==> config.mk <==
export PLATFORM = sky130hd
export DESIGN_NAME = mux_bus_ctrl
export DESIGN_NICKNAME = d
export VERILOG_FILES = /design/src/rtl/mux_bus_ctrl.sv
export SDC_FILE = /design/constraint.sdc
export NUM_CORES = 1
export LEC_CHECK = 0
export CAP_MARGIN = 30
export CORE_AREA = 2 2 73 75
export CTS_CLUSTER_DIAMETER = 50
export DETAILED_ROUTE_END_ITERATION = 10
export DIE_AREA = 0 0 75 77
export HOLD_SLACK_MARGIN = 0.15
export PLACE_DENSITY = 0.95
export SLEW_MARGIN = 30
export SYNTH_ARGS = -nofsm -noshare
export SYNTH_HDL_FRONTEND = slang
export SYNTH_SLANG_ARGS = --single-unit
==> constraint.sdc <==
create_clock -name clock -period 5.3 [get_ports clock]
set_input_delay 0.795 -clock clock [delete_from_list [all_inputs] [get_ports clock]]
set_output_delay 0.795 -clock clock [all_outputs]
set_load 0.01 [all_outputs]
==> src/rtl/mux_bus_ctrl.sv <==
// Demultiplexing bus controller: latches address from a multiplexed AD bus on ALE,
// runs read/write accesses with programmable wait states and decoded chip selects.
module mux_bus_ctrl #(
  parameter int   ADDR_W = 16,
  parameter int   DATA_W = 8,
  parameter int   N_CS   = 4,
  parameter int   WAIT_W = 4,
  parameter logic IOM    = 1'b0
) (
  input  logic                     clock,
  input  logic                     reset,
  input  logic                     ALE,
  input  logic                     io_m,
  input  logic                     rdb,
  input  logic                     wrb,
  input  logic [DATA_W-1:0]        AD_in,
  input  logic [ADDR_W-DATA_W-1:0] A_hi,
  input  logic [WAIT_W-1:0]        wait_cfg,
  input  logic [DATA_W-1:0]        rd_data,
  output logic                     OEb,
  output logic                     WR_RDb,
  output logic [N_CS-1:0]          csb,
  output logic [ADDR_W-1:0]        addr_lat,
  output logic [DATA_W-1:0]        wr_data,
  output logic                     wr_stb,
  output logic [DATA_W-1:0]        AD_out,
  output logic                     AD_oe,
  output logic                     READY,
  output logic                     abort
);

  localparam int CS_W = $clog2(N_CS);

  typedef enum logic [6:0] {
    IDLE     = 7'b0000001,
    ADDR     = 7'b0000010,
    RD_WAIT  = 7'b0000100,
    WR_WAIT  = 7'b0001000,
    RD_DONE  = 7'b0010000,
    WR_DONE  = 7'b0100000,
    TRISTATE = 7'b1000000
  } state_t;

  state_t            state_r;
  state_t            state_nx_s;
  logic              iom_r;
  logic [WAIT_W-1:0] cnt_r;
  logic              abort_nx_s;
  logic              sel_s;
  logic [N_CS-1:0]   csb_nx_s;

  // Next-state decode; a released strobe during a wait state wins over the count.
  always_comb begin
    state_nx_s = state_r;
    case (state_r)
      IDLE: begin
        if (ALE) state_nx_s = ADDR;
        else     state_nx_s = IDLE;
      end
      ADDR: begin
        if (iom_r != IOM) state_nx_s = IDLE;
        else if (ALE)     state_nx_s = ADDR;
        else if (!wrb)    state_nx_s = WR_WAIT;
        else if (!rdb)    state_nx_s = RD_WAIT;
        else              state_nx_s = ADDR;
      end
      RD_WAIT: begin
        if (rdb)                          state_nx_s = TRISTATE;
        else if (cnt_r == {WAIT_W{1'b0}}) state_nx_s = RD_DONE;
        else                              state_nx_s = RD_WAIT;
      end
      WR_WAIT: begin
        if (wrb)                          state_nx_s = TRISTATE;
        else if (cnt_r == {WAIT_W{1'b0}}) state_nx_s = WR_DONE;
        else                              state_nx_s = WR_WAIT;
      end
      RD_DONE: begin
        if (rdb) state_nx_s = TRISTATE;
        else     state_nx_s = RD_DONE;
      end
      WR_DONE: begin
        if (wrb) state_nx_s = TRISTATE;
        else     state_nx_s = WR_DONE;
      end
      TRISTATE: state_nx_s = IDLE;
      default:  state_nx_s = IDLE;
    endcase
  end

  // Abort flag and chip-select pattern for the upcoming state.
  always_comb begin
    abort_nx_s = ((state_r == RD_WAIT) && rdb) || ((state_r == WR_WAIT) && wrb);
    sel_s      = state_nx_s inside {RD_WAIT, WR_WAIT, RD_DONE, WR_DONE};
    csb_nx_s   = {N_CS{1'b1}};
    for (int i = 0; i < N_CS; i++) begin
      if (sel_s && (addr_lat[ADDR_W-1 -: CS_W] == CS_W'(i))) csb_nx_s[i] = 1'b0;
      else                                                   csb_nx_s[i] = 1'b1;
    end
  end

  // State, datapath registers and outputs registered from the next state.
  always_ff @(posedge clock or negedge reset) begin
    if (!reset) begin
      state_r  <= IDLE;
      iom_r    <= 1'b0;
      cnt_r    <= {WAIT_W{1'b0}};
      addr_lat <= {ADDR_W{1'b0}};
      wr_data  <= {DATA_W{1'b0}};
      AD_out   <= {DATA_W{1'b0}};
      OEb      <= 1'b1;
      WR_RDb   <= 1'b0;
      csb      <= {N_CS{1'b1}};
      wr_stb   <= 1'b0;
      AD_oe    <= 1'b0;
      READY    <= 1'b0;
      abort    <= 1'b0;
    end else begin
      state_r <= state_nx_s;
      if (state_nx_s == ADDR && ALE) begin
        addr_lat <= {A_hi, AD_in};
        iom_r    <= io_m;
      end
      if (state_r == ADDR && state_nx_s == WR_WAIT) begin
        wr_data <= AD_in;
      end
      // wait_cfg is only looked at when leaving ADDR.
      if (state_r == ADDR && (state_nx_s inside {RD_WAIT, WR_WAIT})) begin
        cnt_r <= wait_cfg;
      end else if ((state_r inside {RD_WAIT, WR_WAIT}) && cnt_r != {WAIT_W{1'b0}}) begin
        cnt_r <= cnt_r - {{(WAIT_W-1){1'b0}}, 1'b1};
      end
      if (state_r == RD_WAIT && state_nx_s == RD_DONE) begin
        AD_out <= rd_data;
      end
      OEb    <= !(state_nx_s inside {RD_WAIT, RD_DONE});
      WR_RDb <= state_nx_s inside {WR_WAIT, WR_DONE};
      READY  <= state_nx_s inside {RD_DONE, WR_DONE};
      AD_oe  <= (state_nx_s == RD_DONE);
      wr_stb <= (state_r == WR_WAIT) && (state_nx_s == WR_DONE);
      abort  <= abort_nx_s;
      csb    <= csb_nx_s;
    end
  end

endmodule
Yosys cells after proc, flatten, opt, wreduce, memory -nomap -nowiden:

Cells that the tools add are included.

* equality and inequality tests: 14
* reduce and logical (&&, ||, !) cells: 24
* muxes and demuxes: 18
* $add $sub $neg: 1

Operator list (count)
* $pmux 7 s6: 1
* $mux 7: 4
* $mux 4: 5
* $eq 7x2->1 const B: 2
* $eq 7x3->1 const B: 2
* $eq 7x4->1 const B: 2
* $eq 7x5->1 const B: 2
* $eq 7x6->1 const B: 2
* $logic_and 1x1->1: 12
* $reduce_bool 2->1: 6
* $reduce_bool 4->1: 2
* $eq 7x1->1 const B: 1
* $mux 6: 1
* $mux 5: 1
* $eq 2x2->1 const B: 2
* $logic_not 4->1: 1
* $mux 1: 4
* $sub 4x1->4 const B: 1
* $mux 3: 1
* $eq 2x1->1 const B: 1
* $logic_not 2->1: 1
* $mux 2: 1
* $logic_not 1->1: 1
* $logic_or 1x1->1: 1

* word-level logic and storage cells: 70
* register bits: 54

Depth between registers and ports, before layout:

Gate-level depths: netlist of the first run.

* depth in word-level cells: 9
* gate-level depth with buffers: 7

Worst setup path before layout of the first run:

OpenSTA, ideal clock, no wires.

* path type: input-to-reg
* start: input wrb
* end: register csb[0]
* cell stages on the path: 6
* path slack: 3.219 ns
* data required time: 5.212 ns
* setup time: 0.088 ns
* arrival: 1.992 ns
* path through: clkbuf_1 -> a21oi_1 -> o2bb2ai_1 -> and2_1 -> nor3b_2 -> or3b_1

* cells in the longest elaborated chain, start to end: 8
* elaborated cells between the ends (all ways): 13
* classes of those cells: eq/ne: 4; mux: 7; reduce/logical: 2

Ends and longest elaborated chain
* start, declared: line 15 `input logic wrb,`
* $mux 4: line 63 `else if (!wrb) state_nx_s = WR_WAIT;`
* $mux 4: line 62 `else if (ALE) state_nx_s = ADDR;`
* $mux 4: line 61 `if (iom_r != IOM) state_nx_s = IDLE;`
* $pmux 7 s6 *: line 55 `case (state_r)`
* named net state_nx_s[1]: line 45 `state_t state_nx_s;`
* $eq 7x3->1 (tied with other cells): line 93 `sel_s = state_nx_s inside {RD_WAIT, WR_WAIT, RD_DONE, WR_DONE};`
* $reduce_bool 4->1 *: line 93
* $logic_and 1x1->1 *: line 96 `if (sel_s && (addr_lat[ADDR_W-1 -: CS_W] == CS_W'(i))) csb_nx_s[i] = 1'b0;`
* $mux 1 *: line 96
* named net csb_nx_s[0]: line 50 `logic [N_CS-1:0] csb_nx_s;`
* end signal, assigned: line 112 `csb <= {N_CS{1'b1}};`
* end signal, assigned: line 141 `csb <= csb_nx_s;`
* end, declared: line 22 `output logic [N_CS-1:0] csb,`

Mark *: on every way through the listed nets, which the timed path passes. The rest lies on a longest branch.
A chain may end at the register's enable or synchronous reset.

Worst setup path in the final report of the first run:

* start: input rdb
* end: register csb[0]

* elaborated cells between the ends (all ways): 14
* classes of those cells: eq/ne: 4; mux: 8; reduce/logical: 2

RTL lines
* start, declared: line 14 `input logic rdb,`
* $mux 7 (on tied branches): line 78, 68
* $pmux 7 s6 *: line 55
* named net state_nx_s[6]: line 45
* $eq 7x3->1 (tied with other cells): line 93
* $reduce_bool 4->1 *: line 93
* $logic_and 1x1->1 *: line 96
* $mux 1 *: line 96
* named net csb_nx_s[0]: line 50

Marked as above.

==> flow_metrics.env, run 1 <==
export IMPL_vias=1743
export IMPL_relSlewSlack=0.5619
export IMPL_first_global_vias=1886
export IMPL_wire_per_inst_um=15.19
export IMPL_drive_above_1_share=0.1364
export IMPL_final_core_util=0.6742
export IMPL_skew_ps=4.088
export IMPL_area_growth_pct=37.12
export IMPL_cts_tree="built"
export IMPL_crit_type="in -> reg"
export IMPL_synth_avg_cell_area_um2=13.09
export IMPL_port_buffers=75
export IMPL_num_antenna_cells=0
export IMPL_layout_commonest_cell="clkdlybuf4s50_1"
export IMPL_holdBufCountCts=0
export IMPL_root_buffer="clkbuf_8"
export IMPL_routed_wl_mm=5.073
export IMPL_syn_num_nets=222
export IMPL_tns_ps=0
export IMPL_path_clk_slew_ps=90
export IMPL_status="complete, no violations"
export IMPL_ys_seq_area_frac=0.5552
export IMPL_gr_usage_all_layers=0.1927
export IMPL_die_x_um=75
export IMPL_cp_end_kind="flip-flop"
export IMPL_cp_max_fo=11
export IMPL_async_flop_share=1.000
export IMPL_synth_edf_count=0
export IMPL_cts_max_level=2
export IMPL_drv_slew=0
export IMPL_critPathArrivalTime_ps=2620
export IMPL_cts_resized_gates=0
export IMPL_hpwl_mm=3.757
export IMPL_grt_ovfl_total=0
export IMPL_yosysUniqueCellTypes=44
export IMPL_numCtsBuffers=5
export IMPL_worst_pin_slew_ps=657.1
export IMPL_row_count=26
export IMPL_hold_violations=0
export IMPL_hold_path_class="reg -> reg"
export IMPL_gp_congestion=0.9159
export IMPL_ant_nets=0
export IMPL_die_area_mm2=0.005775
export IMPL_yosys_most_used_dff="dfrtp_1"
export IMPL_period_needed_ps=2397
export IMPL_synth_warnings=0
export IMPL_ir_drop_mv=0.3299
export IMPL_finalSetupViolCount=0
export IMPL_core_mm2=0.004977
export IMPL_p_leak_uw=0.001447
export IMPL_maxCapViolations=0
export IMPL_io_pins=76
export IMPL_avgViaCountPerCell=5.219
export IMPL_die_h_um=77
export IMPL_yosys_register_bits=54
export IMPL_synthCells=187
export IMPL_cellPowerDensity_mw_per_mm2=465.7
export IMPL_clock_sinks=54
export IMPL_rsz0062_at_grt="no"
export IMPL_final_cell_mix="74 x clkdlybuf4s50_1, 48 x dfrtp_1, 27 x mux2_1, 9 x a21oi_1"
export IMPL_drtIter0Drc=189
export IMPL_setup_worst_path_start_class="input pin"
export IMPL_floorplan_initialDensity=0.4917
export IMPL_grt_max_degree=55
export IMPL_critical_path_required_ps=5530
export IMPL_drt_first_pass_iters=4
export IMPL_synth_area_mm2=0.002447
export IMPL_grt_antenna_before_repair=0
export IMPL_fin_crit_sh=0.4522
export IMPL_postCtsSetupRepairBufs=0
export IMPL_insertion_delay_ps=300
export IMPL_cts_buffer_depth=2
export IMPL_layout_nets=298
export IMPL_fmax_mhz=417.2
export IMPL_drt_drc_violations_left=0
export IMPL_grt_pass1_wl_mm=8.666
state kept, by name (all words and copies together), names as in the netlist:
name	count
addr_lat	16
AD_out	8
wr_data	8
state_r	7
cnt_r	4
csb	4
AD_oe	1
OEb	1
READY	1
WR_RDb	1
abort	1
iom_r	1
wr_stb	1
synth_stat cells (2+ instances only):
library cell,number,share of area
nand2_1,7,0.011
clkbuf_1,3,0.0046
buf_2,3,0.0061
nand3b_1,5,0.015
nand3_1,7,0.014
nor3b_2,2,0.010
nor2_1,8,0.012
a21oi_1,9,0.018
dfstp_2,6,0.064
a21o_1,2,0.0061
mux2_4,8,0.049
mux2_2,3,0.014
mux2_1,27,0.12
or3b_1,2,0.0072
inv_1,3,0.0046
dfrtp_1,48,0.49
xnor2_1,3,0.011
o2bb2ai_1,3,0.011
or2_1,3,0.0077
nor2b_1,7,0.018
nor3_1,5,0.010
routing by layer:
layer,global-route usage,part of all wire,vias to the layer above
met1,0.2343,0.40,854
li1,-,-,819
met5,0,0,-
met3,0.06439,0.069,4
met4,0.04464,0.0077,0
met2,0.3254,0.52,66
power by group:
| group | switching (uW) | total, uW | internal, uW |
|---|---|---|---|
| Sequential | 93.0 | 654 | 561 |
| Clock | 129 | 249 | 120 |
| Combinational | 279 | 660 | 382 |
| Total | 500 | 1560 | 1060 |
critical path: stages:
cell and delay, ps:
clkdlybuf4s50_1 620, a22o_1 310, a21o_1 210, nor3b_2 300, or3b_1 380
final timing paths:
path                               from            to  slack, ps  depth (start not counted)
setup / recovery                    rdb        csb[0]       2900                          5
hold / removal             addr_lat[13]  addr_lat[13]        500                          1
setup reg to reg             state_r[6]     AD_out[3]       3060                          5
hold reg to reg            addr_lat[13]  addr_lat[13]        500                          1
max in group asynchronous         reset   addr_lat[0]       4260                          2
min in group asynchronous         reset      cnt_r[3]        590                          2
kinds of logic after synthesis:
kind of cell	Yosys count	share of synthesized area
compound gates	22	0.06186
xor+xnor	4	0.01432
fa+ha+maj	1	0.005112
mux	38	0.1871
flops	54	0.5552
buf+inv	10	0.01994
simple gates	58	0.1565
area by class of cell:
type	instances	area (um2)
Inverter	3	11.26
Multi-Input combinational cell	123	1040
Fill cell	369	1622
Sequential cell	54	1359
Timing Repair Buffer	76	753.2
Tap cell	70	87.58
Clock inverter	1	8.758
Clock buffer	7	96.34
metrics by stage:
| step | total power (uW) | area (um2) | worst slack (ps) | hold WS, ps | cells |
|---|---|---|---|---|---|
| after floorplan | 992.1 | 2447 | 3219 | 482.1 | 187 |
| after detailed placement | 1328 | 3251 | 2618 | 482.8 | 326 |
| after global placement | 1299 | 3251 | 2711 | 465.7 | 326 |
| after global routing | 1665 | 3356 | 2800 | 517.4 | 334 |
| after CTS | 1582 | 3356 | 2947 | 502.1 | 334 |
| final | 1563 | 3356 | 2903 | 497.5 | 334 |
Note: power is estimated with default switching activity, not from simulation.
==> run 2: changes to the inputs <==
--- a/config.mk
+++ b/config.mk
@@ -6,12 +6,12 @@
 export NUM_CORES = 1
 export LEC_CHECK = 0
 export CAP_MARGIN = 30
-export CORE_AREA = 2 2 73 75
+export CORE_AREA = 2 2 80 82
 export CTS_CLUSTER_DIAMETER = 50
 export DETAILED_ROUTE_END_ITERATION = 10
-export DIE_AREA = 0 0 75 77
+export DIE_AREA = 0 0 82 84
 export HOLD_SLACK_MARGIN = 0.15
-export PLACE_DENSITY = 0.95
+export PLACE_DENSITY = 0.86
 export SLEW_MARGIN = 30
 export SYNTH_ARGS = -nofsm -noshare
 export SYNTH_HDL_FRONTEND = slang
==> constraint.sdc (replaced) <==
create_clock -name clock -period 1.9 [get_ports clock]
set_input_delay 0.285 -clock clock [delete_from_list [all_inputs] [get_ports clock]]
set_output_delay 0.285 -clock clock [all_outputs]
set_load 0.01 [all_outputs]
==> run 2 against run 1 <==
Effect of this change: the run now ends with setup timing left; sequential share of layout area decreased by 5.8 points; sequential power increased to 2.8 times the previous value; die area increased by 19%; worst setup slack got worse by 2900 ps; non-clock buffer count increased by 39; final area increased by 17%; register-to-register slack got worse by 3100 ps; worst hold slack got worse by 87 ps; first-iteration DRC count decreased by 59%; clock skew increased by 5.9 ps; critical path type is now reg -> reg; largest cell class unchanged.
==> flow_metrics.env, run 2 (synthesized netlist as in run 1, its figures left out) <==
export IMPL_insertion_delay_ps=310
export IMPL_r2r_end="cnt_r[2]"
export IMPL_grt_max_degree=40
export IMPL_reg2reg_depth=5
export IMPL_setup_slack_ps=-26.66
export IMPL_status="finished with violations"
export IMPL_multiInputGateArea_mm2=0.001224
export IMPL_grt_antenna_before_repair=0
export IMPL_layout_nets=337
export IMPL_port_buffers=75
export IMPL_hold_path_class="in -> async"
export IMPL_reg2reg_slack_ps=-30
export IMPL_floorplan_initialDensity=0.4015
export IMPL_finalSetupViolCount=9
export IMPL_drv_slew=0
export IMPL_cts_buffer_depth=2
export IMPL_grt_pass1_wl_mm=9.501
export IMPL_cellPowerDensity_mw_per_mm2=1327
export IMPL_reg_top3="addr_lat x16, AD_out x8, wr_data x8"
export IMPL_drive_above_1_share=0.3663
export IMPL_rsz0062_at_grt="yes"
export IMPL_gr_usage_all_layers=0.1788
export IMPL_first_global_vias=1996
export IMPL_maxCapViolations=0
export IMPL_fmax_mhz=519.0
export IMPL_largest_reg_flops=16
export IMPL_num_antenna_cells=0
export IMPL_cp_end_kind="flip-flop"
export IMPL_setup_worst_path_start_class="flip-flop"
export IMPL_cp_max_fo=7
export IMPL_avgViaCountPerCell=5.042
export IMPL_skew_ps=10.01
export IMPL_fin_crit_sh=1.014
export IMPL_whs_ps=410.9
export IMPL_worstReg2RegStart="state_r[3]"
export IMPL_vias=1916
export IMPL_die_h_um=84
export IMPL_drtIter0Drc=77
export IMPL_root_buffer="clkbuf_8"
export IMPL_hpwl_mm=4.113
export IMPL_grt_ovfl_total=0
export IMPL_drt_first_pass_iters=4
export IMPL_ir_drop_mv=0.7592
export IMPL_relSlewSlack=0.7571
export IMPL_drt_drc_violations_left=0
export IMPL_path_clk_slew_ps=100
export IMPL_worst_pin_slew_ps=364.3
export IMPL_hold_violations=0
export IMPL_period_needed_ps=1927
export IMPL_die_x_um=82
export IMPL_cts_max_level=2
export IMPL_violations="setup timing"
export IMPL_numCtsBuffers=5
export IMPL_gp_congestion=0.9443
export IMPL_clock_sinks=54
export IMPL_cts_tree="built"
export IMPL_top_register="addr_lat"
export IMPL_die_area_mm2=0.006888
export IMPL_layout_area_seq_mm2=0.001361
export IMPL_fillers=467
export IMPL_cp_endpoint="cnt_r[2]"
export IMPL_final_cell_mix="74 x clkdlybuf4s50_1, 46 x dfrtp_1, 33 x buf_4, 29 x mux2_4"
export IMPL_critical_path_required_ps=2090
export IMPL_io_pins=76
export IMPL_row_count=29
export IMPL_core_mm2=0.006096
export IMPL_critPathArrivalTime_ps=2110
export IMPL_p_leak_uw=0.001764
export IMPL_place_ws_ps=-135.0
export IMPL_area_growth_pct=60.28
export IMPL_layout_commonest_cell="clkdlybuf4s50_1"
export IMPL_crit_type="reg -> reg"
export IMPL_wire_per_inst_um=16.22
export IMPL_routed_wl_mm=6.162
export IMPL_crit_start="state_r[3]"
export IMPL_ant_nets=0
[run 2: how the worst min path moves through the flow]
stage	cells past startpoint	start	endpoint	slack (ps)
final	2	reset	state_r[4]	410
after global routing	2	reset	state_r[4]	450
after CTS	2	reset	AD_oe	420
after detailed placement	1	reset	cnt_r[3]	220
after global placement	1	reset	cnt_r[3]	220
after floorplan	0	reset	AD_oe	-10
[run 2: per-layer routing]
layer / part of all wire / routed length [um] / GRT usage
met1: 0.41 / 2523 / 0.2135
met2: 0.54 / 3356 / 0.3178
met3: 0.034 / 209 / 0.03680
met4: 0.012 / 72 / 0.05000
met5: 0 / 0 / 0
[run 2: power by group]
group          internal [uW]  switching (uW)
sequential              1570             286
clock                    334             368
combinational           1670             977
total                   3570            1630
[run 2: cell type report]
| class | instances | area share |
|---|---|---|
| Multi-Input combinational cell | 123 | 0.3120 |
| Clock buffer | 7 | 0.02456 |
| Tap cell | 77 | 0.02456 |
| Sequential cell | 54 | 0.3471 |
| Inverter | 3 | 0.002871 |
| Clock inverter | 1 | 0.002233 |
| Timing Repair Buffer | 115 | 0.2868 |
[run 2: critical path, cell delays in order (launching register included)]
cell	delay, ps
dfrtp_1	500
buf_4	210
xnor2_1	300
nand3b_1	180
mux2_2	340
mux2_4	270
[run 2: timing repair]
action,in CTS,in global routing
cloned,0,2
endpoints found under the setup margin,21,41
resized for setup,16,34
pin swaps,5,8
endpoints found under the hold margin,14,0
hold buffers,1,0
setup buffers,5,2
[run 2: per-stage QoR]
step           setup TNS, ps  total power, uW  cells    util  instance area [um2]
5_1_grt                -1227             5515    380  0.6435                 3923
4_1_cts               -108.0             4830    376  0.6131                 3737
3_5_place_dp           -1491             3964    362  0.5766                 3515
3_3_place_gp          -804.3             3884    362  0.5766                 3515
6_report              -117.4             5205    380  0.6435                 3923
2_1_floorplan         -312.4             2773    187       -                 2447
==> run 3: changes to the inputs <==
--- a/config.mk
+++ b/config.mk
@@ -6,10 +6,10 @@
 export NUM_CORES = 1
 export LEC_CHECK = 0
 export CAP_MARGIN = 30
-export CORE_AREA = 2 2 80 82
+export CORE_AREA = 2 2 66 99
 export CTS_CLUSTER_DIAMETER = 50
 export DETAILED_ROUTE_END_ITERATION = 10
-export DIE_AREA = 0 0 82 84
+export DIE_AREA = 0 0 68 101
 export HOLD_SLACK_MARGIN = 0.15
 export PLACE_DENSITY = 0.86
 export SLEW_MARGIN = 30
==> run 3 against run 2 <==
Effect of this change: the run still ends with setup timing left; critical path depth is 1 higher; count of clock-buffer cells in the layout shrank 1; routed wire length shrank 3.8%; maximum frequency grew 0.71%; die area down 0.29%; clock power increased by 18%; final area down 0.13%; utilization up 0.48 points; largest cell class unchanged; highest routed layer unchanged.
==> flow_metrics.env, run 3 (synthesized netlist as in run 1, its figures left out) <==
export IMPL_crit_type="reg -> reg"
export IMPL_crit_buf_inv=1
export IMPL_power_uw=5157
export IMPL_reg2reg_depth=6
export IMPL_final_cell_mix="74 x clkdlybuf4s50_1, 47 x dfrtp_1, 40 x buf_4, 24 x mux2_1, 14 x mux2_4"
export IMPL_maxCapViolations=0
export IMPL_gp_congestion=0.9062
export IMPL_die_h_um=101
export IMPL_io_pins=76
export IMPL_fmax_mhz=522.7
export IMPL_grt_ovfl_total=0
export IMPL_cts_tree="built"
export IMPL_gr_usage_all_layers=0.1771
export IMPL_max_stage_delay_ps=420
export IMPL_drt_first_pass_iters=4
export IMPL_worst_pin_slew_ps=456.9
export IMPL_grt_busiest_layer="met2"
export IMPL_p_clk_frac=0.161
export IMPL_cp_max_fo=8
export IMPL_routed_wl_mm=5.930
export IMPL_insertion_delay_ps=310
export IMPL_drv_slew=0
export IMPL_skew_ps=8.988
export IMPL_relSlewSlack=0.6954
export IMPL_cts_max_level=2
export IMPL_rsz0062_at_grt="yes"
export IMPL_avgViaCountPerCell=5.070
export IMPL_cp_end_kind="flip-flop"
export IMPL_wire_per_inst_um=15.44
export IMPL_cpLargestDelayFamily="simple AND/OR/NAND/NOR gates"
export IMPL_dpl_cell_area_mm2=0.003538
export IMPL_whs_ps=449.4
export IMPL_slowest_stage="or3_4"
export IMPL_cellPowerDensity_mw_per_mm2=1316
export IMPL_ir_drop_mv=0.9001
export IMPL_grt_pass1_wl_mm=9.225
export IMPL_setup_slack_ps=-13.03
export IMPL_port_buffers=75
export IMPL_use_met1=0.1991
export IMPL_clock_sinks=54
export IMPL_core_mm2=0.006043
export IMPL_top_register="addr_lat"
export IMPL_use_met3=0.04916
export IMPL_place_ws_ps=-110.4
export IMPL_fin_crit_sh=1.007
export IMPL_num_antenna_cells=0
export IMPL_violations="setup timing"
export IMPL_layout_nets=344
export IMPL_first_global_vias=1987
export IMPL_floorplan_initialDensity=0.4050
export IMPL_crit_cells=6
export IMPL_area_growth_pct=60.07
export IMPL_seq_power_share=0.353
export IMPL_power_switching_share=0.3145
export IMPL_cts_buffer_depth=2
export IMPL_reg_top3="addr_lat x16, AD_out x8, wr_data x8"
export IMPL_p_leak_uw=0.001718
export IMPL_critPathArrivalTime_ps=2110
export IMPL_vias=1947
export IMPL_period_needed_ps=1913
export IMPL_combPwrFrac=0.486
export IMPL_critical_path_required_ps=2100
export IMPL_grt_max_degree=22
export IMPL_grt_antenna_before_repair=0
export IMPL_internal_power_uw=3535
export IMPL_drt_drc_violations_left=0
export IMPL_hold_path_class="in -> async"
export IMPL_hpwl_mm=4.373
export IMPL_drive_above_1_share=0.3290
export IMPL_use_met2=0.3196
export IMPL_layout_commonest_cell="clkdlybuf4s50_1"
export IMPL_crit_path_cell_trace="or3_4 -> nor3_4 -> nand2_2 -> a211o_1 -> buf_12 -> mux2_4"
export IMPL_status="finished with violations"
export IMPL_hold_violations=0
export IMPL_path_clk_slew_ps=100
export IMPL_setup_worst_path_start_class="flip-flop"
export IMPL_finalInstanceArea_mm2=0.003918
export IMPL_root_buffer="clkbuf_8"
export IMPL_die_area_mm2=0.006868
export IMPL_die_x_um=68
export IMPL_largest_reg_flops=16
export IMPL_drtIter0Drc=42
export IMPL_numCtsBuffers=5
export IMPL_finalSetupViolCount=8
export IMPL_row_count=35
export IMPL_ant_nets=0
export IMPL_p_sw_uw=1622
-- run 3: worst paths after layout --
check	start	endpoint	slack [ps]
worst max-delay path	state_r[0]	AD_out[7]	-10
worst min-delay path	reset	wr_data[3]	450
worst max register to register	state_r[0]	AD_out[7]	-10
worst min register to register	wr_data[2]	wr_data[2]	500
max in group asynchronous	reset	OEb	780
min in group clock	wr_data[2]	wr_data[2]	500
-- run 3: what timing repair did --
item / CTS / global route
endpoints found under the hold margin: 15 / 0
resized for setup: 14 / 22
buffers inserted: 4 / 4
cloned: 0 / 1
endpoints found under the setup margin: 25 / 42
hold buffers: 1 / 0
pin swaps: 8 / 9
-- run 3: cell type report --
class | count | area, um2
Timing Repair Buffer | 122 | 1159
Clock inverter | 2 | 38.79
Clock buffer | 6 | 82.58
Inverter | 3 | 11.26
Fill cell | 461 | 2126
Multi-Input combinational cell | 123 | 1174
Tap cell | 74 | 92.59
Sequential cell | 54 | 1360
-- run 3: through the flow --
| stage | TNS, ps | util | instances |
|---|---|---|---|
| floorplan | -312.4 | - | 187 |
| global placement | -850.3 | 0.5855 | 366 |
| detailed placement | -1271 | 0.5855 | 366 |
| CTS | -93.29 | 0.6246 | 379 |
| global route | -618.7 | 0.6482 | 384 |
| finish | -63.31 | 0.6482 | 384 |
-- run 3: power by group through the flow --
stage | logic (uW) | registers (uW) | clock network [uW]
after floorplan | 814 | 1960 | 0
after global placement | 2130 | 1810 | 0
after detailed placement | 2180 | 1830 | 0
after CTS | 2320 | 1820 | 847
after global routing | 2690 | 1870 | 895
final | 2510 | 1820 | 828
-- run 3: metal layers --
metal  part of all wire  wire, um
met1               0.36      2153
met2               0.56      3309
met3              0.064       382
met4              0.014        85
met5                  0         0
